==> config.mk <==
export PLATFORM = sky130hd
export DESIGN_NAME = ahblite_slave_mux
export DESIGN_NICKNAME = d
export VERILOG_FILES = /design/src/rtl/ahb_pkg.sv /design/src/rtl/ahblite_default_slave.sv /design/src/rtl/ahblite_slave_mux.sv
export SDC_FILE = /design/constraint.sdc
export NUM_CORES = 1
export LEC_CHECK = 0
export CORE_AREA = 5 5 106 108
export CTS_CLUSTER_SIZE = 30
export DETAILED_ROUTE_END_ITERATION = 10
export DIE_AREA = 0 0 111 113
export PLACE_DENSITY = 0.74
export SKIP_CTS_REPAIR_TIMING = 1
export SYNTH_ARGS = -nofsm -noshare
export SYNTH_HDL_FRONTEND = slang
export SYNTH_SLANG_ARGS = --single-unit
==> constraint.sdc <==
create_clock -name HCLK -period 1.22 [get_ports HCLK]
set_input_delay 0.183 -clock HCLK [delete_from_list [all_inputs] [get_ports HCLK]]
set_output_delay 0.183 -clock HCLK [all_outputs]
set_load 0.05 [all_outputs]
==> src/rtl/ahb_pkg.sv <==
// Shared AHB-Lite encodings and the default-slave state type.
package ahb_pkg;

    localparam int PORT_NUM_DEF = 7;

    localparam logic [1:0] HTRANS_IDLE   = 2'b00;
    localparam logic [1:0] HTRANS_BUSY   = 2'b01;
    localparam logic [1:0] HTRANS_NONSEQ = 2'b10;
    localparam logic [1:0] HTRANS_SEQ    = 2'b11;

    localparam logic HRESP_OKAY  = 1'b0;
    localparam logic HRESP_ERROR = 1'b1;

    typedef enum logic [1:0] {
        DS_IDLE = 2'd0,
        DS_ERR1 = 2'd1,
        DS_ERR2 = 2'd2
    } def_state_e;

endpackage

==> src/rtl/ahblite_default_slave.sv <==
// Default slave: answers unmapped NONSEQ/SEQ transfers with the two-cycle ERROR response.
// ERR1 stalls the bus with HRESP=ERROR, ERR2 completes it; a new unmapped access in ERR2 restarts ERR1.
module ahblite_default_slave
    import ahb_pkg::*;
(
    input  logic       HCLK,
    input  logic       HRESET,
    input  logic       HREADY,
    input  logic       HSEL,
    input  logic [1:0] HTRANS,
    output logic       HREADYOUT,
    output logic       HRESP
);

    def_state_e state_q, state_d;
    logic       start;
    logic       unused_htrans0;

    assign unused_htrans0 = HTRANS[0];
    assign start          = HREADY & HSEL & HTRANS[1];

    always_ff @(posedge HCLK or posedge HRESET) begin
        if (HRESET) begin
            state_q <= DS_IDLE;
        end else begin
            state_q <= state_d;
        end
    end

    always_comb begin
        state_d   = state_q;
        HREADYOUT = 1'b1;
        HRESP     = HRESP_OKAY;
        case (state_q)
            DS_IDLE: begin
                if (start) begin
                    state_d = DS_ERR1;
                end
            end
            DS_ERR1: begin
                HREADYOUT = 1'b0;
                HRESP     = HRESP_ERROR;
                state_d   = DS_ERR2;
            end
            DS_ERR2: begin
                HRESP   = HRESP_ERROR;
                state_d = start ? DS_ERR1 : DS_IDLE;
            end
            default: begin
                state_d = DS_IDLE;
            end
        endcase
    end

endmodule

==> src/rtl/ahblite_slave_mux.sv <==
// AHB-Lite data-phase response mux: latches the decoded select while HREADY is high
// and steers the chosen slave's (or the built-in default slave's) response to the master.
module ahblite_slave_mux
    import ahb_pkg::*;
#(
    parameter int             PORT_NUM  = PORT_NUM_DEF,
    parameter int             DW        = 32,
    parameter logic [DW-1:0]  ERR_RDATA = '0
) (
    input  logic                   HCLK,
    input  logic                   HRESET,
    input  logic                   HREADY,
    input  logic [1:0]             HTRANS,
    input  logic [PORT_NUM-1:0]    P_HSEL,
    input  logic [PORT_NUM-1:0]    P_HREADYOUT,
    input  logic [PORT_NUM-1:0]    P_HRESP,
    input  logic [PORT_NUM*DW-1:0] P_HRDATA,
    output logic                   HREADY_OUT,
    output logic                   HRESP,
    output logic [DW-1:0]          HRDATA
);

    localparam logic [PORT_NUM-1:0] ONE = {{(PORT_NUM-1){1'b0}}, 1'b1};

    logic [PORT_NUM:0]   sel_q, sel_d;
    logic [PORT_NUM-1:0] hsel_oh;
    logic                def_sel;
    logic                def_hreadyout;
    logic                def_hresp;
    logic                unused_htrans0;

    assign unused_htrans0 = HTRANS[0];
    assign def_sel        = (P_HSEL == '0);
    // x & -x keeps only the lowest set bit, so the lowest-numbered port wins.
    assign hsel_oh        = P_HSEL & (~P_HSEL + ONE);

    always_comb begin
        sel_d = sel_q;
        if (HREADY) begin
            sel_d = {def_sel & HTRANS[1], hsel_oh};
        end
    end

    always_ff @(posedge HCLK or posedge HRESET) begin
        if (HRESET) begin
            sel_q <= '0;
        end else begin
            sel_q <= sel_d;
        end
    end

    ahblite_default_slave u_default_slave (
        .HCLK      (HCLK),
        .HRESET    (HRESET),
        .HREADY    (HREADY),
        .HSEL      (def_sel),
        .HTRANS    (HTRANS),
        .HREADYOUT (def_hreadyout),
        .HRESP     (def_hresp)
    );

    // AND-OR mux; an all-zero sel_q (no data phase) yields a ready OKAY with zero data.
    always_comb begin
        HREADY_OUT = ~(|sel_q) | (sel_q[PORT_NUM] & def_hreadyout);
        HRESP      = sel_q[PORT_NUM] & def_hresp;
        HRDATA     = {DW{sel_q[PORT_NUM]}} & ERR_RDATA;
        for (int i = 0; i < PORT_NUM; i++) begin
            HREADY_OUT = HREADY_OUT | (sel_q[i] & P_HREADYOUT[i]);
            HRESP      = HRESP | (sel_q[i] & P_HRESP[i]);
            HRDATA     = HRDATA | ({DW{sel_q[i]}} & P_HRDATA[i*DW +: DW]);
        end
    end

endmodule

==> flow_summary.toml, run 1 <==
[critical_path]
crit_fanout = 8
slowest_stage = "a222oi_1"
worstPathCellList = "buf_12, a222oi_1, buf_4, nand3_4, buf_12"
startpoint_type = "flip-flop"
crit_type = "flip-flop to output port"
endpoint_kind = "output port"
cp.required_ns = 1.04
worstPathArrival_ns = 1.75
crit_top_cell = "buf_12"
slowest_delay_ns = 0.50

[cells_and_area]
drive_above_1_share_pct = 27.3
nNetsFinal = 789
synthToLayoutAreaGrowth_pct = 246
design_area_um2 = 5790
fill_cells = 852

[timing]
worst_slew_pin_slew_ns = 0.485
maxSlewHeadroom_pct = 67.7
max_freq_ghz = 0.516
worst_slack_ns = -0.717
hold_violations = 0
timing.final.crit_period_ns = 1.94
fin_skew_ns = 0.00172
rsz0062_at_grt = "true"
finalSetupViolCount = 35
slew_violations = 0
finalCritPeriodShare_pct = 159

[die]
num_io_pins = 284
core_area_um2 = 10100
die-area_um2 = 12500
die_w_um = 111
die_h_um = 113
row_count = 37
start_util_pct = 16.5

[clock_tree]
cts_tree = "yes"
cts_made_buffers = 3
cts_root_buf = "clkbuf_8"
cts_sinks = 10
cts_buffer_depth = 2
clk_latency_ns = 0.23
htree_levels = 1
path_clk_slew_ns = 0.05

[grt]
grt_pass1_wl_mm = 21.9
grt_usage_pct = 22.0
antenna_found_initial = 2
grt_pass1_vias = 3749
grt_max_degree = 24
grt_overflow = 0

[placement]
hpwl_mm = 12.6
pre_cts_ws_ns = -0.720
place_area_um2 = 5610
gp_congestion = 0.968
port_buffers = 282

[synthesis]
synth-xor-area-share_pct = 0
synth_compound_area_share_pct = 55.5
synth_nets = 472
synth_warnings = 0
ys_seq_area_share_pct = 15.0
synth.area.mux_share_pct = 1.87
async_flop_share_pct = 100
synth-seq-cells = 10
synth_top_family_by_area = "compound AO/OA/AOI/OAI gates"
synth-simple-area-share_pct = 15.9
synth_adder_area_share_pct = 3.00
syn_area_per_cell_um2 = 7.66
netlist_area_um2 = 1670
syn-instance-count = 218
synth_flop_cell = "dfrtp_1"
synth-edff-count = 0
yosysUniqueCellTypes = 25

[hold_path]
min_path_type = "input pin to async pin"

[drt]
drt_wl_total_mm = 15.0
dr.pass1.iters = 8
vias = 3470
first_iter_violations = 448
postRouteAntennaNets = 0
wl_per_cell_um = 22.4
route.detailed.drc = 0
avgViaCountPerCell = 5.17

[status]
status = "complete, but fails checks"
violations = "negative setup slack"

[power]
pwr_density_cell_nw_per_um2 = 670
p_leak_nw = 2.35
max-vdd-ir-drop_v = 0.000347
fin_total_pwr_mw = 3.87

[run]
drv_cap = 0
## synth_stat cells, types with 3 or more instances
master | count | area, um^2
a22oi_1 | 70 | 526
inv_1 | 10 | 37.5
nand3_1 | 33 | 165
dfrtp_1 | 10 | 250
nand3b_1 | 3 | 22.5
clkbuf_1 | 28 | 105
nand2_1 | 5 | 18.8
ha_1 | 4 | 50.1
o21ai_0 | 3 | 15.0
a222oi_1 | 32 | 320
## worst paths after layout
kind | to | startpoint | slack [ns] | cells after the start
max in group asynchronous | sel_q[2] | HRESET | 0.67 | 2
min | u_default_slave.state_q[0] | HRESET | 0.25 | 2
min reg2reg | sel_q[2] | sel_q[2] | 0.60 | 2
max reg2reg | sel_q[4] | sel_q[4] | 0.06 | 4
min in group HCLK | sel_q[2] | P_HSEL[1] | 0.27 | 3
max | HRDATA[10] | sel_q[3] | -0.72 | 5
## worst max-delay path, delay by kind of cell (launching register included)
kind / cells / cell delay [ns]
and+or+nand+nor: 1 / 0.09
buffers and inverters: 3 / 0.53
AOI/OAI and AO/OA: 1 / 0.50
DFF: 1 / 0.40
## placed cells by master, fill, tap and decap left out, types with 4 or more instances in the layout
master,instances
buf_12,44
dlymetal6s2s_1,4
ha_1,4
a22oi_2,5
clkdlybuf4s50_1,241
nand3_4,5
buf_4,44
inv_1,9
dfrtp_1,9
buf_6,6
nand2_1,5
a22oi_1,65
clkbuf_8,4
a222oi_1,32
nand3_2,27
## report_power, final
part	internal (mW)	leakage (nW)	total, mW	switching (mW)
Clock	0.284	0.0288	0.412	0.129
Sequential	0.355	0.134	0.379	0.0237
Combinational	1.74	2.19	3.08	1.34
Total	2.38	2.35	3.87	1.49
## layout make-up
| cell class | instances | area (um^2) | area share [%] |
|---|---|---|---|
| Clock buffer | 4 | 55.1 | 0.951 |
| Tap cell | 136 | 170 | 2.94 |
| Multi-Input combinational cell | 169 | 1520 | 26.2 |
| Inverter | 10 | 37.5 | 0.649 |
| Antenna cell | 1 | 2.50 | 0.0432 |
| Timing Repair Buffer | 341 | 3750 | 64.8 |
| Sequential cell | 10 | 251 | 4.35 |
## per-layer routing
metal,share of wire (%),track usage (%),wire [um],vias up
met2,53,40.7,7950,216
met4,1.6,4.68,235,2
li1,-,-,-,1596
met1,36,25.3,5460,1638
met3,9.0,5.99,1360,18
met5,0.047,0,7,-
## registers in the layout (all words and copies together), names as in the netlist
| register | count |
|---|---|
| sel_q | 8 |
| u_default_slave.state_q | 2 |
## cells by family (layout without fill, tap and decap cells)
| logic type | count (synthesis) | after routing |
|---|---|---|
| flip-flops | 10 | 10 |
| AND/OR/NAND/NOR | 49 | 49 |
| multiplexers | 3 | 3 |
| adder cells (fa/ha/maj) | 4 | 4 |
| buffers and inverters | 39 | 355 |
| other | 0 | 1 |
| AO/OA/AOI/OAI | 113 | 113 |
## per-stage QoR
step / TNS, ns / utilization (%) / instances / hold WS, ns
finish: -19.82 / 57.1 / 671 / 0.246
floorplan: -8.33 / - / 218 / 0.0232
detailed placement: -14.76 / 55.3 / 660 / 0.494
global placement: -14.10 / 55.3 / 660 / 0.486
global route: -22.18 / 57.1 / 670 / 0.286
CTS: -21.37 / 55.9 / 664 / 0.250
Note: power is estimated with default switching activity, not from simulation.
==> inputs of run 2 (changes only) <==
--- a/config.mk
+++ b/config.mk
@@ -5,12 +5,13 @@
 export SDC_FILE = /design/constraint.sdc
 export NUM_CORES = 1
 export LEC_CHECK = 0
-export CORE_AREA = 5 5 106 108
+export CORE_AREA = 5 5 108 110
 export CTS_CLUSTER_SIZE = 30
 export DETAILED_ROUTE_END_ITERATION = 10
-export DIE_AREA = 0 0 111 113
-export PLACE_DENSITY = 0.74
+export DIE_AREA = 0 0 113 115
+export PLACE_DENSITY = 0.73
 export SKIP_CTS_REPAIR_TIMING = 1
 export SYNTH_ARGS = -nofsm -noshare
 export SYNTH_HDL_FRONTEND = slang
+export SYNTH_HIERARCHICAL = 1
 export SYNTH_SLANG_ARGS = --single-unit
==> flow_summary.toml, run 2 <==
[synthesis]
syn-instance-count = 224
synth_top_area_share_pct = 29.0
ys_top_cells_by_count = "a22oi_1, nand3_1, a222oi_1"
synth-edff-count = 0
ys_seq_area_share_pct = 13.8
yosysUniqueCellTypes = 26
synth_warnings = 6
post-synth-top-count-cell = "a22oi_1"
synth_nets = 479
synth_top_area_cell = "a22oi_1"
synth-seq-cells = 10
syn_area_per_cell_um2 = 8.08
async_flop_share_pct = 100
synth_flop_cell = "dfrtp_1"
synth_area_leaders = "a22oi_1, a222oi_1, dfrtp_1, nand3_1, buf_6"
netlist_area_um2 = 1810

[run]
drv_cap = 0

[critical_path]
crit_type = "flip-flop to output port"
endpoint_kind = "output port"
worstPathArrival_ns = 1.64
crit_fanout = 12
cp.required_ns = 1.04
regToRegEndpoint = "u_default_slave/state_q[0]"
ff2ff_path_depth = 6
reg2reg_slack_ns = 0.04
rr_startpoint = "u_default_slave/state_q[0]"
startpoint_type = "flip-flop"

[die]
row_count = 38
die_w_um = 113
num_io_pins = 284
die_h_um = 115
die-area_um2 = 13000
start_util_pct = 17.1
core_area_um2 = 10600

[cells_and_area]
top_register = "sel_q"
largest_register_ffs = 8
final_common_cell = "clkdlybuf4s50_1"
num_antenna_cells = 0
reg_top3 = "sel_q x8, u_default_slave/state_q x2"
multi_input_area_um2 = 1520
nNetsFinal = 786
synthToLayoutAreaGrowth_pct = 216
ff_latch_area_um2 = 254
drive_above_1_share_pct = 27.0
design_area_um2 = 5720
layout_common_cells = "clkdlybuf4s50_1, a22oi_1, buf_12"
fin_util_pct = 53.9
fill_cells = 934

[hold_path]
min_path_type = "input pin to async pin"

[grt]
grt_max_degree = 20
antenna_found_initial = 0
grt_pass1_vias = 3726
grt_pass1_wl_mm = 19.4
grt_overflow = 0
grt_usage_pct = 18.8

[placement]
place_area_um2 = 5500
pre_cts_ws_ns = -0.646
port_buffers = 282
gp_congestion = 0.983
hpwl_mm = 11.1

[drt]
dr.pass1.iters = 5
vias = 3456
wl_per_cell_um = 20.3
route.detailed.drc = 0
first_iter_violations = 328
postRouteAntennaNets = 0
drt_wl_total_mm = 13.6
avgViaCountPerCell = 5.16

[power]
internal_power_mw = 2.38
switching_share_pct = 38.7
power_switching_mw = 1.50
fin_total_pwr_mw = 3.88
p_leak_nw = 2.30
pwr_density_cell_nw_per_um2 = 679
max-vdd-ir-drop_v = 0.000420
seqPwrFrac_pct = 9.9
clkPwrFrac_pct = 10.8
combPwrFrac_pct = 79.3

[timing]
worst_slack_ns = -0.600
timing.final.crit_period_ns = 1.82
worst_slew_pin_slew_ns = 0.432
max_freq_ghz = 0.549
finalSetupViolCount = 34
slew_violations = 0
setup_tns_ns = -17.36
rsz0062_at_grt = "true"
hold_violations = 0
finalCritPeriodShare_pct = 149
maxSlewHeadroom_pct = 71.2
fin_skew_ns = 0.0000170

[clock_tree]
cts_root_buf = "clkbuf_8"
cts_sinks = 10
clk_latency_ns = 0.24
cts_made_buffers = 3
cts_buffer_depth = 2
path_clk_slew_ns = 0.05
htree_levels = 1
cts_tree = "yes"

[status]
status = "complete, but fails checks"
violations = "negative setup slack"
[run 2: kinds of logic after synthesis]
family	after synthesis	synth area share, %
compound gates	113	51.5
simple gates	51	15.5
buf+inv	43	14.3
flops	10	13.8
fa+ha+maj	5	3.46
mux	2	1.45
[run 2: area by class of cell]
| cell class | instances | share of cell area [%] |
|---|---|---|
| repair buffers | 331 | 64.0 |
| multi-input cells | 171 | 26.6 |
| flip-flops and latches | 10 | 4.44 |
| well taps | 140 | 3.06 |
| clock buffers | 4 | 0.963 |
| inverters | 14 | 0.919 |
[run 2: worst max path at each step]
stage	startpoint	endpoint	slack [ns]	depth (start not counted)
2_1_floorplan	u_default_slave/state_q[0]	HRESP	-0.32	4
3_3_place_gp	P_HSEL[3]	u_default_slave/state_q[0]	-0.58	8
3_5_place_dp	P_HSEL[3]	u_default_slave/state_q[0]	-0.65	8
4_1_cts	sel_q[3]	HREADY_OUT	-0.64	5
5_1_grt	sel_q[4]	HRDATA[27]	-0.65	4
6_report	sel_q[3]	HREADY_OUT	-0.60	5
[run 2: critical path: stages (launching register included)]
cell	delay, ns
dfrtp_2	0.43
buf_6	0.17
a22o_1	0.22
a221oi_2	0.19
nand4_1	0.19
buf_12	0.20
[run 2: power groups by stage]
stage | clock network, mW | logic, mW | registers [mW]
floorplan | 0 | 1.14 | 0.377
global placement | 0 | 2.97 | 0.383
detailed placement | 0 | 3.00 | 0.384
CTS | 0.434 | 3.01 | 0.379
global route | 0.445 | 3.21 | 0.389
finish | 0.420 | 3.07 | 0.385
[run 2: per-layer routing]
metal	GRT usage (%)	part of all wire (%)	vias up
met4	5.13	1.4	0
li1	-	-	1584
met1	20.8	36	1610
met5	0	0	-
met2	35.6	52	245
met3	4.53	10	17
[run 2: through the flow]
stage          cells  hold slack [ns]
2_1_floorplan    224          -0.0758
3_5_place_dp     662            0.390
5_1_grt          670            0.144
4_1_cts          666            0.121
6_report         670            0.124
3_3_place_gp     662            0.375
